--- config.mk ---
export PLATFORM = sky130hd
export DESIGN_NAME = bcd_stopwatch_ctrl
export DESIGN_NICKNAME = d
export VERILOG_FILES = /design/src/rtl/bcd_stopwatch_ctrl.sv
export SDC_FILE = /design/constraint.sdc
export NUM_CORES = 1
export LEC_CHECK = 0
export ABC_CLOCK_PERIOD_IN_PS = 1730
export CORE_MARGIN = 5
export CORE_UTILIZATION = 49
export CTS_BUF_LIST = sky130_fd_sc_hd__clkbuf_4
export DETAILED_ROUTE_END_ITERATION = 10
export GPL_ROUTABILITY_DRIVEN = 0
export HOLD_SLACK_MARGIN = 0.08
export MAX_ROUTING_LAYER = met4
export PLACE_DENSITY = 0.86
export REMOVE_ABC_BUFFERS = 1
export SYNTH_ARGS = -nofsm -noshare
export SYNTH_HDL_FRONTEND = slang
export SYNTH_SLANG_ARGS = --single-unit
--- constraint.sdc ---
create_clock -name clk -period 1.73 [get_ports clk]
set_input_delay 0.519 -clock clk [delete_from_list [all_inputs] [get_ports clk]]
set_output_delay 0.519 -clock clk [all_outputs]
set_load 0.01 [all_outputs]
--- src/rtl/bcd_stopwatch_ctrl.sv ---
// Stopwatch sequencer: command FSM, count-tick prescaler and a cascade of BCD digit counters.
// Optional lap-display feature is compiled in with the BCD_STOPWATCH_LAP_EN macro.
module bcd_stopwatch_ctrl #(
    parameter int DIGITS   = 4,
    parameter int PRESCALE = 10,
    parameter int PS_W     = 4
) (
    input  logic                  clk,
    input  logic                  rstn,
    input  logic                  start_i,
    input  logic                  stop_i,
    input  logic                  clear_i,
`ifdef BCD_STOPWATCH_LAP_EN
    input  logic                  lap_i,
    output logic                  lap_active_o,
`endif
    output logic [4*DIGITS-1:0]   digits_o,
    output logic                  running_o,
    output logic                  overflow_o,
    output logic                  tick_o,
    output logic [1:0]            state_o
);

    typedef enum logic [1:0] {
        ST_IDLE  = 2'b00,
        ST_RUN   = 2'b01,
        ST_PAUSE = 2'b10,
        ST_OVF   = 2'b11
    } state_t;

    localparam logic [PS_W-1:0] PS_LAST = PS_W'(PRESCALE - 1);
    localparam logic [PS_W-1:0] PS_ZERO = '0;

    state_t                   state_r;
    state_t                   state_nxt_s;
    logic [PS_W-1:0]          ps_r;
    logic [PS_W-1:0]          ps_nxt_s;
    logic [DIGITS-1:0][3:0]   digit_r;
    logic [DIGITS-1:0][3:0]   digit_nxt_s;
    logic [DIGITS-1:0]        en_s;
    logic                     tick_s;
    logic                     term_s;
    logic                     clr_digits_s;

    // A tick is lost on any cycle where a stop or clear request wins.
    always_comb begin
        tick_s = (state_r == ST_RUN) && (ps_r == PS_LAST) && !clear_i && !stop_i;
    end

    // Ripple enables: digit i advances when every lower digit is about to wrap.
    always_comb begin
        en_s    = '0;
        en_s[0] = tick_s;
        for (int i = 1; i < DIGITS; i++) begin
            en_s[i] = en_s[i-1] && (digit_r[i-1] == 4'd9);
        end
        term_s = en_s[DIGITS-1] && (digit_r[DIGITS-1] == 4'd9);
    end

    // Next-state and prescaler decode; request priority is clear > stop > start.
    always_comb begin
        state_nxt_s  = state_r;
        ps_nxt_s     = ps_r;
        clr_digits_s = 1'b0;
        case (state_r)
            ST_IDLE: begin
                if (clear_i) begin
                    clr_digits_s = 1'b1;
                    ps_nxt_s     = PS_ZERO;
                end else if (start_i) begin
                    state_nxt_s = ST_RUN;
                    ps_nxt_s    = PS_ZERO;
                end else begin
                    state_nxt_s = ST_IDLE;
                end
            end
            ST_RUN: begin
                ps_nxt_s = (ps_r >= PS_LAST) ? PS_ZERO : ps_r + PS_W'(1);
                if (clear_i) begin
                    state_nxt_s  = ST_IDLE;
                    clr_digits_s = 1'b1;
                    ps_nxt_s     = PS_ZERO;
                end else if (stop_i) begin
                    state_nxt_s = ST_PAUSE;
                end else if (term_s) begin
                    state_nxt_s = ST_OVF;
                end else begin
                    state_nxt_s = ST_RUN;
                end
            end
            ST_PAUSE: begin
                // Prescaler is kept so the tick phase survives the pause.
                if (clear_i) begin
                    state_nxt_s  = ST_IDLE;
                    clr_digits_s = 1'b1;
                    ps_nxt_s     = PS_ZERO;
                end else if (stop_i) begin
                    state_nxt_s = ST_PAUSE;
                end else if (start_i) begin
                    state_nxt_s = ST_RUN;
                end else begin
                    state_nxt_s = ST_PAUSE;
                end
            end
            ST_OVF: begin
                if (clear_i) begin
                    state_nxt_s  = ST_IDLE;
                    clr_digits_s = 1'b1;
                    ps_nxt_s     = PS_ZERO;
                end else begin
                    state_nxt_s = ST_OVF;
                end
            end
            default: begin
                state_nxt_s  = ST_IDLE;
                clr_digits_s = 1'b1;
                ps_nxt_s     = PS_ZERO;
            end
        endcase
    end

    // Digit update: saturate at terminal count rather than wrapping to zero.
    always_comb begin
        digit_nxt_s = digit_r;
        for (int i = 0; i < DIGITS; i++) begin
            if (clr_digits_s) begin
                digit_nxt_s[i] = 4'd0;
            end else if (term_s) begin
                digit_nxt_s[i] = digit_r[i];
            end else if (en_s[i]) begin
                digit_nxt_s[i] = (digit_r[i] >= 4'd9) ? 4'd0 : digit_r[i] + 4'd1;
            end else begin
                digit_nxt_s[i] = digit_r[i];
            end
        end
    end

    // State, prescaler and digit registers.
    always_ff @(posedge clk or negedge rstn) begin
        if (!rstn) begin
            state_r <= ST_IDLE;
            ps_r    <= PS_ZERO;
            digit_r <= '0;
        end else begin
            state_r <= state_nxt_s;
            ps_r    <= ps_nxt_s;
            digit_r <= digit_nxt_s;
        end
    end

    // State decodes and the tick strobe.
    always_comb begin
        state_o    = state_r;
        running_o  = (state_r == ST_RUN);
        overflow_o = (state_r == ST_OVF);
        tick_o     = tick_s;
    end

`ifdef BCD_STOPWATCH_LAP_EN
    logic                   lap_active_r;
    logic                   lap_active_nxt_s;
    logic [4*DIGITS-1:0]    lap_snap_r;
    logic [4*DIGITS-1:0]    lap_snap_nxt_s;

    // Lap toggle only in RUN; clear or the jump to OVF drops lap mode.
    always_comb begin
        lap_active_nxt_s = lap_active_r;
        lap_snap_nxt_s   = lap_snap_r;
        if (clr_digits_s || term_s) begin
            lap_active_nxt_s = 1'b0;
        end else if ((state_r == ST_RUN) && lap_i) begin
            lap_active_nxt_s = !lap_active_r;
            if (!lap_active_r) begin
                lap_snap_nxt_s = digit_r;
            end else begin
                lap_snap_nxt_s = lap_snap_r;
            end
        end else begin
            lap_active_nxt_s = lap_active_r;
        end
    end

    // Lap mode flag and frozen display value.
    always_ff @(posedge clk or negedge rstn) begin
        if (!rstn) begin
            lap_active_r <= 1'b0;
            lap_snap_r   <= '0;
        end else begin
            lap_active_r <= lap_active_nxt_s;
            lap_snap_r   <= lap_snap_nxt_s;
        end
    end

    // Display source select between snapshot and live count.
    always_comb begin
        lap_active_o = lap_active_r;
        if (lap_active_r) begin
            digits_o = lap_snap_r;
        end else begin
            digits_o = digit_r;
        end
    end
`else
    // Display is always the live count.
    always_comb begin
        digits_o = digit_r;
    end
`endif

endmodule

==> metrics.txt, run 1 <==
synthesized area=1530 sq um; Hold-fix buffers, CTS=0; Rows=20; Crit. Startpoint=ps_r[1]; Post-synth EDFFs=0; layout filler cell count=about 150; syn avg cell area=between 9 and 10 sq um; clock slew at reported path FFs=130 ps; Final Hold Fails=0; DR DRC count=0; Clock Latency Late Sink=approximately 320 ps; clk sink count=22; warnings from Yosys=0; Tot Pwr=0.968 mW; max_slew headroom=about two thirds; Pwr per Cell Area=376 nW/um^2; Vias=1852; Initial Util=between 50% and 60%; fin crit share=117%; cells on worst reg2reg path=8; dpl cells=around 260; Cell Chain, Critical Path=inv_2 -> ha_4 -> and4bb_2 -> nand2_4 -> inv_2 -> buf_6; Detailed Place HPWL=around 3000 microns; worst-margin pin slew=between 500 and 600 ps; Most common cell on crit path=inv_2; final worst setup slack=-303 ps; Placement Setup Slack=-831 ps; initial antenna violation count=0; R2R Path End=digits_o[11]; crit path to=tick_o; RSZ-0062 raised after global routing=yes; 1st-iter DRT viols=approximately 240; Most used DFF post-synth=dfrtp_1; worst hold-check path type=input port to async pin; final setup skew=roughly 4.4 ps; share of layout cells above drive strength 1=between 40% and 50%; Critical Path Stages=6; pin count of the biggest net entering global routing=23; R2R setup slack=-230 ps; RR Startpoint=ps_r[1]; Finished Cell Area=2580 sq um; CTS buffer count=3; worst path required time=between 1000 and 1500 ps; Die W=66.0 microns; core area=slightly above 3000 sq um; Worst VDD drop=around 0.31 mV; Worst path slowest cell=dfrtp_1; cell count after synthesis=167; max cap viols=0; I/O pins=26; remaining antenna violation count=0; CP delay by family, top=flip-flops; Worst setup EP type=primary output; hold_ws=~540 ps; CP max stage delay=430 ps; vias per cell=approximately 6.3; CTS root buf=clkbuf_4; post-DR wirelength/cell=approximately 21 microns; antenna cells=0; Setup violations, final=17; number of buffers and inverters on the critical path=3; DRT Wirelength=approximately 6300 microns; Data arrival, critical path=around 1500 ps; failing checks=negative setup slack; GRT Util Overall=24.5%; area delta synth->final=67.9%; Post-Layout Cell Count=slightly below 300; most frequent cells in the layout=50 x buf_4, 16 x dfrtp_1, 16 x dlygate4sd2_1, 11 x ha_1, 10 x buf_6; vias in the first global route=1700; dpl cell area=between 2000 and 2500 sq um; Unique masters post-synth=42; first-pass GRT wire length=approximately 8100 microns; gr ovfl total=0; max frequency=492 MHz; #FFs+latches synth=22; fin nets=272; most common cell after layout, fill and taps aside=buf_4; TritonRoute pass-1 iters=6; Seq/Total Area, Yosys=35.9%; Max Slew Vio Count=0; fin crit period=a little over 2000 ps; buffers added on ports=25; DIE HEIGHT=~66 microns; crit start category=flip-flop; status=complete, but fails checks; Longest Clk Path Bufs=2; leakage power=between 1 and 1.5 nW; CTS tree=done; CP Class=flip-flop to primary output; critical-path maximum fanout=2; die area=approximately 4300 sq um; Synth async-reset ratio=100%; H-Tree Depth=1
## cells by family after synthesis
logic type	Yosys count	synth area share [%]
and+or+nand+nor	68	28.5
xor gates and xnor gates	1	0.571
adders and majority gates	15	12.2
muxes	1	0.734
DFF	22	35.9
AOI/OAI and AO/OA	43	17.9
buffers and inverters	17	4.16
## power breakdown
part | total (mW) | internal [mW] | switching, mW
clock network | 0.254 | 0.0848 | 0.169
registers | 0.531 | 0.522 | 0.00824
logic | 0.184 | 0.0855 | 0.0983
total | 0.968 | 0.693 | 0.276
## flip-flops by register name (all words and copies together) (netlist names)
signal,flops
digits_o,16
ps_r,4
state_o,2
## worst min-delay path by stage
stage,start,to,cells past startpoint
2_1_floorplan,rstn,digits_o[0],0
3_3_place_gp,ps_r[3],ps_r[3],3
3_5_place_dp,digits_o[15],digits_o[15],1
4_1_cts,rstn,digits_o[1],2
5_1_grt,rstn,digits_o[12],2
6_report,rstn,digits_o[1],2
## Yosys cell counts, types with 2 or more instances
library cell  number  share of area [%]
dfrtp_1           22                 36
ha_1              15                 12
inv_1             15                3.7
a21oi_1           11                3.6
o21ai_0           11                3.6
nand2_1           10                2.4
nand3_1            8                2.6
nand4_1            6                2.4
nand2b_1           5                2.0
nand3b_1           5                2.4
nor2_1             5                1.2
nor3_1             5                1.6
o31ai_1            4                2.0
and3b_1            3                1.7
nor2b_1            3                1.2
a211oi_1           2               0.98
a21o_1             2               0.98
a22o_1             2                1.1
a31oi_1            2               0.82
and2_1             2               0.82
clkbuf_1           2               0.49
nand4b_1           2                1.1
nor4_1             2               0.82
o211ai_1           2               0.98
o22ai_1            2               0.82
or3_1              2               0.82
or3b_2             2                1.1
## per-layer routing
layer / track usage (%) / vias to the layer above / routed length (microns)
li1: - / 790 / -
met1: 29.3 / 900 / 2490
met2: 42.4 / 131 / 3070
met3: 3.06 / 31 / 433
met4: 8.38 / 0 / 272
met5: - / - / 0
## worst reg2reg max path, delay by kind of cell (launching register included)
kind                     cells  cell delay [ps]
flip-flops                   1              430
AND/OR/NAND/NOR              3              700
buffers and inverters        3              430
adder cells (fa/ha/maj)      1              140
AO/OA/AOI/OAI                1              160
## metrics by stage
step           setup TNS [ps]  util (%)
2_1_floorplan            -292         -
3_3_place_gp            -9450      67.2
3_5_place_dp           -10340      67.2
4_1_cts                  -931      74.3
5_1_grt                 -3050      85.1
6_report                -2130      85.1
## repair_timing
action | CTS | global route
setup buffers | 23 | 11
resized for setup | 48 | 72
setup endpoints to repair | 34 | 26
pin swaps | 9 | 25
## final cells by class
cell class	count	area (sq um)	share of cell area [%]
Timing Repair Buffer	82	683	26.5
Tap cell	44	55.1	2.14
Clock buffer	3	22.5	0.874
Multi-Input combinational cell	128	1200	46.5
Clock inverter	1	3.75	0.146
Inverter	15	56.3	2.19
Sequential cell	22	558	21.7
No activity file was read; power rests on OpenSTA's default activity.
==> run 2, diff against run 1 <==
--- a/config.mk
+++ b/config.mk
@@ -15,6 +15,7 @@
 export MAX_ROUTING_LAYER = met4
 export PLACE_DENSITY = 0.86
 export REMOVE_ABC_BUFFERS = 1
+export SKIP_CTS_REPAIR_TIMING = 1
 export SYNTH_ARGS = -nofsm -noshare
 export SYNTH_HDL_FRONTEND = slang
 export SYNTH_SLANG_ARGS = --single-unit
==> run 2 against run 1 <==
  * The run still ends with negative setup slack left
  * Via count fell by 5.4%
  * Hold slack got worse by 1.1 ps
  * Sequential power barely moved
  * Combinational power barely moved
  * Largest power group unchanged
==> metrics.txt, run 2 (synthesis results as in run 1) <==
vias in the first global route=1468 (-14%); CP max stage delay=410 ps (-20 ps); GRT Util Overall=19.7% (-4.8 points); gr ovfl total=0 (unchanged); Cell Chain, Critical Path=inv_2 -> ha_4 -> buf_4 -> buf_6 -> nand4bb_4 -> nor4_4 -> and2_1 -> o211ai_1; DRT Wirelength=5490 microns (-12%); most common cell after layout, fill and taps aside=buf_4; worst hold-check path type=input port to async pin; Longest Clk Path Bufs=2 (unchanged); Clock Latency Late Sink=320 ps (about the same); max_slew headroom=66.9% (+2.1 points); DIE HEIGHT=66.0 microns (unchanged); CTS tree=done; RSZ-0062 raised after global routing=yes; Data arrival, critical path=2160 ps (+650 ps); Pwr per Cell Area=378 nW/um^2 (+0.62%); clk sink count=22 (unchanged); Worst setup EP type=flip-flop; critical-path maximum fanout=3 (+1); TNS Setup=-1760 ps (+364 ps); RR Startpoint=ps_r[1]; failing checks=negative setup slack; max frequency=508 MHz (+3.3%); fin crit period=1970 ps (-65.0 ps); status=complete, but fails checks; Switching Share=27.7% (-0.78 points); remaining antenna violation count=0 (unchanged); Max Slew Vio Count=0 (unchanged); pin count of the biggest net entering global routing=23 (unchanged); max reg flops=16 (unchanged); max cap viols=0 (unchanged); DR DRC count=0 (unchanged); worst-margin pin slew=493 ps (-34.5 ps); Die W=66.0 microns (unchanged); Initial Util=50.7% (unchanged); Detailed Place HPWL=2960 microns (unchanged); fin crit share=114% (-3.8 points); clock slew at reported path FFs=130 ps (about the same); antenna cells=0 (unchanged); Final Hold Fails=0 (unchanged); area delta synth->final=66.9%; number of buffers and inverters on the critical path=3 (unchanged); Clk pwr share=26.4% (+0.2 points); Net Sw Power=0.268 mW (-2.8%); CP delay by family, top=simple AND/OR/NAND/NOR gates; core area=3030 sq um (unchanged); Rows=20 (unchanged); post-DR wirelength/cell=18.7 microns (-12%); cells on worst reg2reg path=8 (unchanged); Setup violations, final=19 (+2); share of layout cells above drive strength 1=44.8% (-2.2 points); CP Class=flip-flop to flip-flop; H-Tree Depth=1 (unchanged); Vias=1752 (-5.4%); leakage power=1.46 nW (+21%); CTS buffer count=3 (unchanged); first-pass GRT wire length=6630 microns (-18%); die area=4350 sq um (unchanged); Tot Pwr=0.968 mW (about the same); Reg power frac=54.7% (about the same); Worst VDD drop=0.315 mV (+3.1%); R2R Path End=digits_o[11]; I/O pins=26 (unchanged); CTS root buf=clkbuf_4; 1st-iter DRT viols=216 (-8.5%); R2R setup slack=-240 ps (about the same); TritonRoute pass-1 iters=4 (-2); Worst path slowest cell=dfrtp_1; worst path required time=1920 ps (+710 ps); Logic pwr share=18.9% (about the same); initial antenna violation count=0 (unchanged); final worst setup slack=-238 ps (+65.0 ps); final setup skew=2.04 ps (-2.40 ps); Finished Cell Area=2560 sq um (-0.63%); buffers added on ports=25 (unchanged); Power Internal=0.700 mW (+1.1%); dpl cell area=2030 sq um (unchanged); most frequent cells in the layout=52 x buf_4, 20 x dlymetal6s2s_1, 13 x dfrtp_1, 11 x ha_1, 10 x inv_1; hold_ws=536 ps (-1.06 ps); vias per cell=5.96 (-5.1%); crit start category=flip-flop; fin nets=271 (-0.37%)
## run 2: cell count changes in the layout (fill, tap and decap cells not counted), sizes merged
cell           before  now
clkdlybuf4s15       3    0
buf                60   58
dlymetal6s2s        0   20
dlygate4sd2        16    0
## run 2: through the flow
step	utilization, %	std cells	setup WS [ps]
after detailed placement	67.2	261	-831
after global routing	84.5	294	-314
after CTS	68.1	265	-841
final	84.5	294	-238
after floorplan	-	165	-113
after global placement	67.2	261	-802
## run 2: worst register-to-register path: cells and delay by family (launching register included)
kind            cells  cell delay [ps]
compound gates      1              180
fa+ha+maj           1              120
buf+inv             3              270
flops               1              410
simple gates        3              860
## run 2: power by group through the flow
stage / sequential [mW] / clock [mW] / combinational [mW]
after detailed placement: 0.539 / 0 / 0.136
after global routing: 0.531 / 0.284 / 0.197
after global placement: 0.539 / 0 / 0.129
after floorplan: 0.545 / 0 / 0.0415
after CTS: 0.530 / 0.255 / 0.136
final: 0.530 / 0.256 / 0.183
## run 2: final cells by class
| class | count | area [sq um] |
|---|---|---|
| multi-input combinational | 128 | 1130 |
| timing repair buffer | 81 | 727 |
| sequential | 22 | 562 |
| fill | 138 | 468 |
| inverter | 15 | 56.3 |
| tap | 44 | 55.1 |
| clock buffer | 3 | 22.5 |
| clock inverter | 1 | 3.75 |
## run 2: worst max-delay path by stage
| stage | startpoint | end | slack, ps | cells past startpoint |
|---|---|---|---|---|
| after detailed placement | stop_i | tick_o | -830 | 5 |
| after global placement | stop_i | tick_o | -800 | 5 |
| after floorplan | clear_i | digits_o[12] | -110 | 4 |
| after CTS | stop_i | tick_o | -840 | 5 |
| final | ps_r[1] | digits_o[11] | -240 | 8 |
| after global routing | ps_r[1] | digits_o[11] | -310 | 8 |
## run 2: metal layers
layer | global-route usage, % | vias up | routed length, microns
li1 | - | 785 | -
met1 | 24.7 | 855 | 2330
met3 | 2.38 | 21 | 334
met4 | 5.58 | 0 | 158
met5 | - | - | 0
met2 | 33.5 | 91 | 2670
